<file path="src/rtl/pmem_line_responder_pkg.sv">
// pmem_line_responder_pkg
//   Shared memory-interface definitions for the line responder: the
//   rv32i_word address type, line/beat geometry constants, the responder
//   state enum and a line-alignment helper.
//   No ports (package).
package pmem_line_responder_pkg;

  typedef logic [31:0] rv32i_word;

  localparam int S_OFFSET       = 5;
  localparam int S_LINE         = 256;
  localparam int S_BEAT         = 64;
  localparam int BEATS_PER_LINE = S_LINE / S_BEAT;
  localparam int BEAT_IDX_W     = 2;

  typedef enum logic [1:0] {
    IDLE,
    RD_BURST,
    WR_BURST,
    DONE
  } pmem_resp_state_t;

  // Clears the byte-offset-within-line bits so every burst starts on a line boundary.
  function automatic rv32i_word align_line(input rv32i_word addr);
    rv32i_word aligned;
    aligned = addr;
    aligned[S_OFFSET-1:0] = '0;
    return aligned;
  endfunction

endpackage

</file>
<file path="src/rtl/pmem_line_responder_beat_buffer.sv">
// line_beat_buffer
//   Four 64-bit beat slots forming one cache line. A whole line can be
//   loaded at once (write disassembly source) or a single beat written by
//   index (read assembly). The slot selected by beat_idx is always visible
//   on beat_out. Cleared by reset.
// Ports:
//   clk, rst       clock, asynchronous active-high reset
//   load, load_line  load all four slots from a full line
//   beat_we, beat_in write one slot (beat_idx) with beat_in
//   beat_idx         slot index for write and for beat_out
//   beat_out         currently indexed slot
//   line_out         all slots concatenated, slot 0 in bits 63:0
module line_beat_buffer
  import pmem_line_responder_pkg::*;
(
  input  logic                  clk,
  input  logic                  rst,
  input  logic                  load,
  input  logic [S_LINE-1:0]     load_line,
  input  logic                  beat_we,
  input  logic [BEAT_IDX_W-1:0] beat_idx,
  input  logic [S_BEAT-1:0]     beat_in,
  output logic [S_BEAT-1:0]     beat_out,
  output logic [S_LINE-1:0]     line_out
);

  logic [BEATS_PER_LINE-1:0][S_BEAT-1:0] slots;

  always_ff @(posedge clk or posedge rst) begin
    if (rst) begin
      slots <= '0;
    end else if (load) begin
      slots <= load_line;
    end else if (beat_we) begin
      slots[beat_idx] <= beat_in;
    end
  end

  assign beat_out = slots[beat_idx];
  assign line_out = slots;

endmodule

</file>
<file path="src/rtl/pmem_line_responder.sv">
// pmem_line_responder
//   Services one 256-bit line read or write as a 4-beat 64-bit burst on the
//   physical memory bus, then pulses line_resp for one cycle.
// Ports:
//   clk, rst                     clock, asynchronous active-high reset
//   line_read, line_write        line requests, held until line_resp
//   line_address, line_wdata     request address / write line
//   line_rdata, line_resp        assembled read line / completion pulse
//   burst_read, burst_write      burst commands to memory
//   burst_address, burst_wdata   line-aligned address / current write beat
//   burst_rdata, burst_resp      read beat / per-beat handshake from memory
module pmem_line_responder
  import pmem_line_responder_pkg::*;
(
  input  logic              clk,
  input  logic              rst,
  input  logic              line_read,
  input  logic              line_write,
  input  rv32i_word         line_address,
  input  logic [S_LINE-1:0] line_wdata,
  output logic [S_LINE-1:0] line_rdata,
  output logic              line_resp,
  output logic              burst_read,
  output logic              burst_write,
  output rv32i_word         burst_address,
  output logic [S_BEAT-1:0] burst_wdata,
  input  logic [S_BEAT-1:0] burst_rdata,
  input  logic              burst_resp
);

  pmem_resp_state_t state, next_state;
  logic [BEAT_IDX_W-1:0] cnt;
  rv32i_word             addr_q;
  logic [S_LINE-1:0]     rdata_q;

  logic              load_line;
  logic              beat_we;
  logic              last_beat;
  logic [S_BEAT-1:0] buf_beat;
  logic [S_LINE-1:0] buf_line;
  logic [S_LINE-1:0] rd_line;

  line_beat_buffer u_buf (
    .clk       (clk),
    .rst       (rst),
    .load      (load_line),
    .load_line (line_wdata),
    .beat_we   (beat_we),
    .beat_idx  (cnt),
    .beat_in   (burst_rdata),
    .beat_out  (buf_beat),
    .line_out  (buf_line)
  );

  assign last_beat = burst_resp && (cnt == BEAT_IDX_W'(BEATS_PER_LINE - 1));
  assign load_line = (state == IDLE) && line_write;
  assign beat_we   = (state == RD_BURST) && burst_resp;

  // The final beat is merged directly so line_rdata updates in the same edge
  // that moves to DONE, instead of waiting for the buffer to catch up.
  always_comb begin
    rd_line = buf_line;
    rd_line[S_LINE-1 -: S_BEAT] = burst_rdata;
  end

  always_ff @(posedge clk or posedge rst) begin
    if (rst) begin
      state <= IDLE;
    end else begin
      state <= next_state;
    end
  end

  always_comb begin
    next_state = state;
    case (state)
      IDLE: begin
        if (line_write) begin
          next_state = WR_BURST;
        end else if (line_read) begin
          next_state = RD_BURST;
        end
      end
      RD_BURST: if (last_beat) next_state = DONE;
      WR_BURST: if (last_beat) next_state = DONE;
      DONE:     next_state = IDLE;
      default:  next_state = IDLE;
    endcase
  end

  // Beats are counted on burst_resp, so stalls simply hold the counter.
  always_ff @(posedge clk or posedge rst) begin
    if (rst) begin
      cnt     <= '0;
      addr_q  <= '0;
      rdata_q <= '0;
    end else begin
      case (state)
        IDLE: begin
          if (line_write || line_read) begin
            cnt    <= '0;
            addr_q <= align_line(line_address);
          end
        end
        RD_BURST: begin
          if (burst_resp) cnt <= cnt + 1'b1;
          if (last_beat) rdata_q <= rd_line;
        end
        WR_BURST: begin
          if (burst_resp) cnt <= cnt + 1'b1;
        end
        default: ;
      endcase
    end
  end

  assign line_rdata    = rdata_q;
  assign line_resp     = (state == DONE);
  assign burst_read    = (state == RD_BURST);
  assign burst_write   = (state == WR_BURST);
  assign burst_address = addr_q;
  assign burst_wdata   = (state == WR_BURST) ? buf_beat : '0;

endmodule

</file>
<file path="config.mk">
export PLATFORM = sky130hd
export DESIGN_NAME = pmem_line_responder
export DESIGN_NICKNAME = d
export VERILOG_FILES = /design/src/rtl/pmem_line_responder_pkg.sv /design/src/rtl/pmem_line_responder_beat_buffer.sv /design/src/rtl/pmem_line_responder.sv
export SDC_FILE = /design/constraint.sdc
export NUM_CORES = 1
export LEC_CHECK = 0
export ABC_CLOCK_PERIOD_IN_PS = 21200
export CAP_MARGIN = 0
export CORE_MARGIN = 3
export CORE_UTILIZATION = 30
export DETAILED_ROUTE_END_ITERATION = 8
export GPL_TIMING_DRIVEN = 0
export PLACE_DENSITY = 0.63
export SYNTH_ARGS = -nofsm -noshare
export SYNTH_HDL_FRONTEND = slang
export SYNTH_SLANG_ARGS = --single-unit
</file>
<file path="constraint.sdc">
create_clock -name clk -period 21.2 [get_ports clk]
set_input_delay 4.24 -clock clk [delete_from_list [all_inputs] [get_ports clk]]
set_output_delay 4.24 -clock clk [all_outputs]
set_load 0.05 [all_outputs]
</file>
Yosys cells after proc, flatten, opt, wreduce, memory -nomap -nowiden
Cells that the tools add are included.
{"block": "totals", "wordCells": 47, "output_inout_bits": 355, "inputBits": 357, "regBits": 543}
{"block": "op_classes", "order_cmp": 2, "add_sub_neg": 1, "n_eq_ne": 8, "n_mux": 15, "n_reduce_logical": 13}
{"op": "256-bit 2-to-1 mux", "n": 2}
{"op": "256-bit bitwise mux", "n": 1}
{"op": "64-bit 2-to-1 mux", "n": 3}
{"op": "64-bit binary-select mux with 2-bit select", "n": 1}
{"op": "64-bit demux with 2-bit select", "n": 1}
{"op": "2-bit 2-to-1 mux", "n": 5}
{"op": "2-bit == test (second input constant)", "n": 3}
{"op": "2-bit by 1-bit inequality test with 1-bit output (second input constant)", "n": 3}
{"op": "2-bit case mux with 3 select lines", "n": 1}
{"op": "2-bit AND reduction", "n": 3}
{"op": "1-bit logical AND", "n": 4}
{"op": "2-bit case mux with 2 select lines", "n": 1}
{"op": "2-bit nonzero test", "n": 2}
{"op": "2-bit by 3-bit < comparator with 1-bit output (second input constant)", "n": 1}
{"op": "3-bit inequality test (second input constant)", "n": 1}
{"op": "3-bit AND reduction", "n": 1}
{"op": "2-bit by 1-bit adder with 2-bit output (second input constant)", "n": 1}
{"op": "2-bit by 1-bit == test with 1-bit output (second input constant)", "n": 1}
{"op": "2-bit by 1-bit greater-or-equal comparator with 1-bit output (second input constant)", "n": 1}
{"op": "2-bit logical NOT", "n": 1}
{"op": "2-bit OR reduction", "n": 1}
{"op": "1-bit logical OR", "n": 1}

Logic depth before layout (Yosys ltp)
{"block": "logic_depth", "ltp_word": 7, "ltp_mapped": 10, "depth_no_buf": 5}

Cells and area by module
Synthesis repeated with hierarchy kept, for this count alone.
{"block": "unflattened", "hier_cells": 2186, "hier_area_um2": 25273.0}
{"module": "line_beat_buffer", "area_per_inst_um2": 13883.3, "n_inst": 1, "cells_per_inst": 1481}
{"module": "pmem_line_responder", "area_per_inst_um2": 11389.7, "n_inst": 1, "cells_per_inst": 705}

Worst setup path before layout
Ideal clock, no wire load.
{"block": "synth_path", "kind": "flip-flop to output port", "startpoint": "register state[0]", "endpoint": "output port burst_wdata[10]", "setup_slack_ns": 15.057, "path_buffers": 2, "arrival_time_ns": 1.903, "stages_incl_launch_ff": 6, "cell_sequence": "dfrtp_1 inv_1 ha_1 buf_1 clkbuf_1 and2_1"}
{"block": "synth_between", "elab_chain_len": 2}
{"item": "start: declaration", "line": "pmem_line_responder.sv:31", "source": "pmem_resp_state_t state, next_state;"}
{"item": "start signal: assignment", "line": "pmem_line_responder.sv:70", "source": "state <= next_state;"}
{"item": "2-bit == test"}
{"item": "named net burst_write", "line": "pmem_line_responder.sv:24", "source": "output logic burst_write,"}
{"item": "64-bit 2-to-1 mux", "line": "pmem_line_responder.sv:122", "source": "assign burst_wdata = (state == WR_BURST) ? buf_beat : '0;"}
{"item": "end: declaration", "line": "pmem_line_responder.sv:26", "source": "output logic [S_BEAT-1:0] burst_wdata,"}
The timed path passes the listed nets, and every way through them passes these cells.

Final worst setup path
{"block": "layout_path", "startpoint": "register state[0]", "endpoint": "output port burst_wdata[60]"}
{"block": "layout_between", "elab_chain_len": 2}
{"item": "2-bit == test", "line": "pmem_line_responder.sv:122"}
{"item": "64-bit 2-to-1 mux", "line": "pmem_line_responder.sv:122"}
Every way passes these cells.

==> metrics <==
commonest non-fill, non-tap cell in the layout nand2_1; clk root buf clkbuf_16; TritonRoute pass-1 iters 5; Final Cell Area 35,800 µm²; hold buffers post-CTS 0; Synth Cell Area around 25,000 µm²; max cap viols 0; commonest non-fill, non-tap cells in the layout 1,027 x nand2_1, 701 x clkdlybuf4s50_1, 543 x dfrtp_1; initial antenna violation count 22; hold path cells 2; run status finished clean; DIE WIDTH 295 µm; Final Max Tran Viols 0; chip height ~300 µm; drt wl/cell roughly 26 µm; CP arrival 3870 ps; Yosys warning count 0; max_slew headroom ~22%; IO Count 712; Worst Clk Skew roughly 23 ps; Via density between 5 and 6; nets 3,842; Mapped Cells between 2,000 and 3,000; Max Fclk about 120 MHz; DP Area between 30,000 and 40,000 µm²; clock-pin slew of the registers on the worst-case setup and hold paths 60 ps; PD cells 162 nW/µm²; total gr overflow 0; vias in the first global route around 24,000; Final Hold Fails 0; H-Tree Depth 3; DR DRC count 0; clk_lat worst skew 600 ps; count of cell types in the netlist 29; Post-synth EDFFs 0; post-CTS sizing 0; Worst EP required ~17,000 ps; Worst Hold Endpoint line_rdata[74]; Sink Count ~540; Initial Util between 30% and 40%; initial DRC count roughly 2,300; Post-DP HPWL between 90,000 and 100,000 µm; CTS tree yes; CTS buffer count 66; RSZ-0062 raised after global routing no; Hold WS 470 ps; Final Non-Filler Cells between 4,000 and 5,000; syn avg cell area approximately 9 µm²; maximum resistive drop on vdd roughly 0.00012 V; worst r2r dst u_buf.line_out[127]; Critical Path End Type output port; share of cells above drive strength 1 just under 9%; Async S/R FF share, synth 100%; Longest Clk Path Bufs 3; Vias about 24,000; Die ar. 86,900 µm²; critical path fanouts, max 10; reg2reg setup slack ~18,000 ps; FP Rows around 110; worst min path class reg -> reg; first-pass GRT wire length approximately 170,000 µm; Worst Tran Pin Value roughly 1200 ps; final setup vio count 0; post-CTS setup repair buffer count 0; ys flop type dfrtp_1; fin crit share approximately two fifths; area grow syn2layout 43.0%; Startpoint Class register; largest net degree at the start of global routing around 110; #FFs+latches synth 543; Final Critical Period 8110 ps; IO Port Bufs about 700; hold path start line_rdata[74]; setup TNS 0 ps; Routed Antenna Nets 0; Final GP Congestion just over 0.9; path depth of the worst reg2reg path 8; sequential cell area fraction in the yosys report 54.3%; Post-Place Cells approximately 4,500; Total Wirelength around 120,000 µm; GRT Total Usage a little over a quarter; r2r startpoint cnt[1]; Core Area between 80,000 and 90,000 µm²; crit path kind reg -> out; Pleak approximately 17 nW
==> flip-flops by register name, summed over array words and instances, names as in the netlist <==
name and flops:
burst_address 27, cnt 2, line_rdata 256, state 2, u_buf.line_out 256
==> per-stage QoR <==
step | util [%] | setup slack [ps] | total power (W)
after detailed placement | 40.7 | 13730 | 0.00464
final | 43.4 | 13090 | 0.00580
after CTS | 43.4 | 13070 | 0.00582
after floorplan | - | 1780 | 0.00347
after global placement | 40.6 | -5780 | 0.00461
after global routing | 43.4 | 12930 | 0.00606
==> how the worst max path moves through the flow <==
stage                        start                end
after floorplan                rst  burst_address[10]
after global placement         rst    line_rdata[228]
after detailed placement  state[0]    burst_wdata[44]
after CTS                 state[0]    burst_wdata[44]
after global routing      state[0]    burst_wdata[60]
final                     state[0]    burst_wdata[60]
==> cell type report <==
cell class	count	area, µm²
fill	8069	46600
buffer	234	1150
clock inverter	16	239
tap	1070	1340
timing repair buffer	706	7140
multi-input combinational	1918	10300
clock buffer	97	1960
antenna	21	52.6
inverter	7	33.8
sequential	543	13600
==> logic make-up (layout without fill, tap and decap cells) <==
family                   after synthesis  after routing  share of synthesized area, %
AO/OA/AOI/OAI                        459            459                          10.6
adder cells (fa/ha/maj)                9              9                         0.450
flip-flops                           543            543                          54.3
multiplexers                          94             94                          7.09
buffers and inverters                241           1060                          4.71
AND/OR/NAND/NOR                     1351           1351                          22.8
other                                  1             26                        0.0150
==> where the power goes <==
group	switching [W]	internal, W
Clock	0.000471	0.000693
Combinational	0.00192	0.000954
Sequential	0.000309	0.00145
==> Yosys cell counts, types with 10 or more instances <==
master    number  area [µm²]
nand2_1     1027        3850
dfrtp_1      543       13600
a31oi_1      256        1600
and3_1       193        1210
o21ai_0      143         716
clkbuf_1      99         372
buf_2         84         420
nor2_1        65         244
and2_1        64         400
mux4_2        64        1440
o21ai_1       52         260
buf_4         24         180
mux2_1        16         180
mux2_2        11         124
clkbuf_2      10        50.1
==> layer usage <==
metal  vias to the layer above  global-route usage [%]  share of wire (%)
met5                         -                       0                  0
met4                         0                    12.0                4.4
met3                       244                    5.30                7.8
met2                      1257                    43.8                 48
met1                     12200                    35.1                 40
li1                      10700                       -                  -
==> critical path, stage by stage, from the launching register on <==
cell	delay [ps]
dfrtp_1	400
inv_1	140
ha_1	220
buf_1	620
buf_8	240
clkbuf_1	500
and2_1	270
clkdlybuf4s50_1	860
Note: power is estimated with default switching activity, not from simulation.
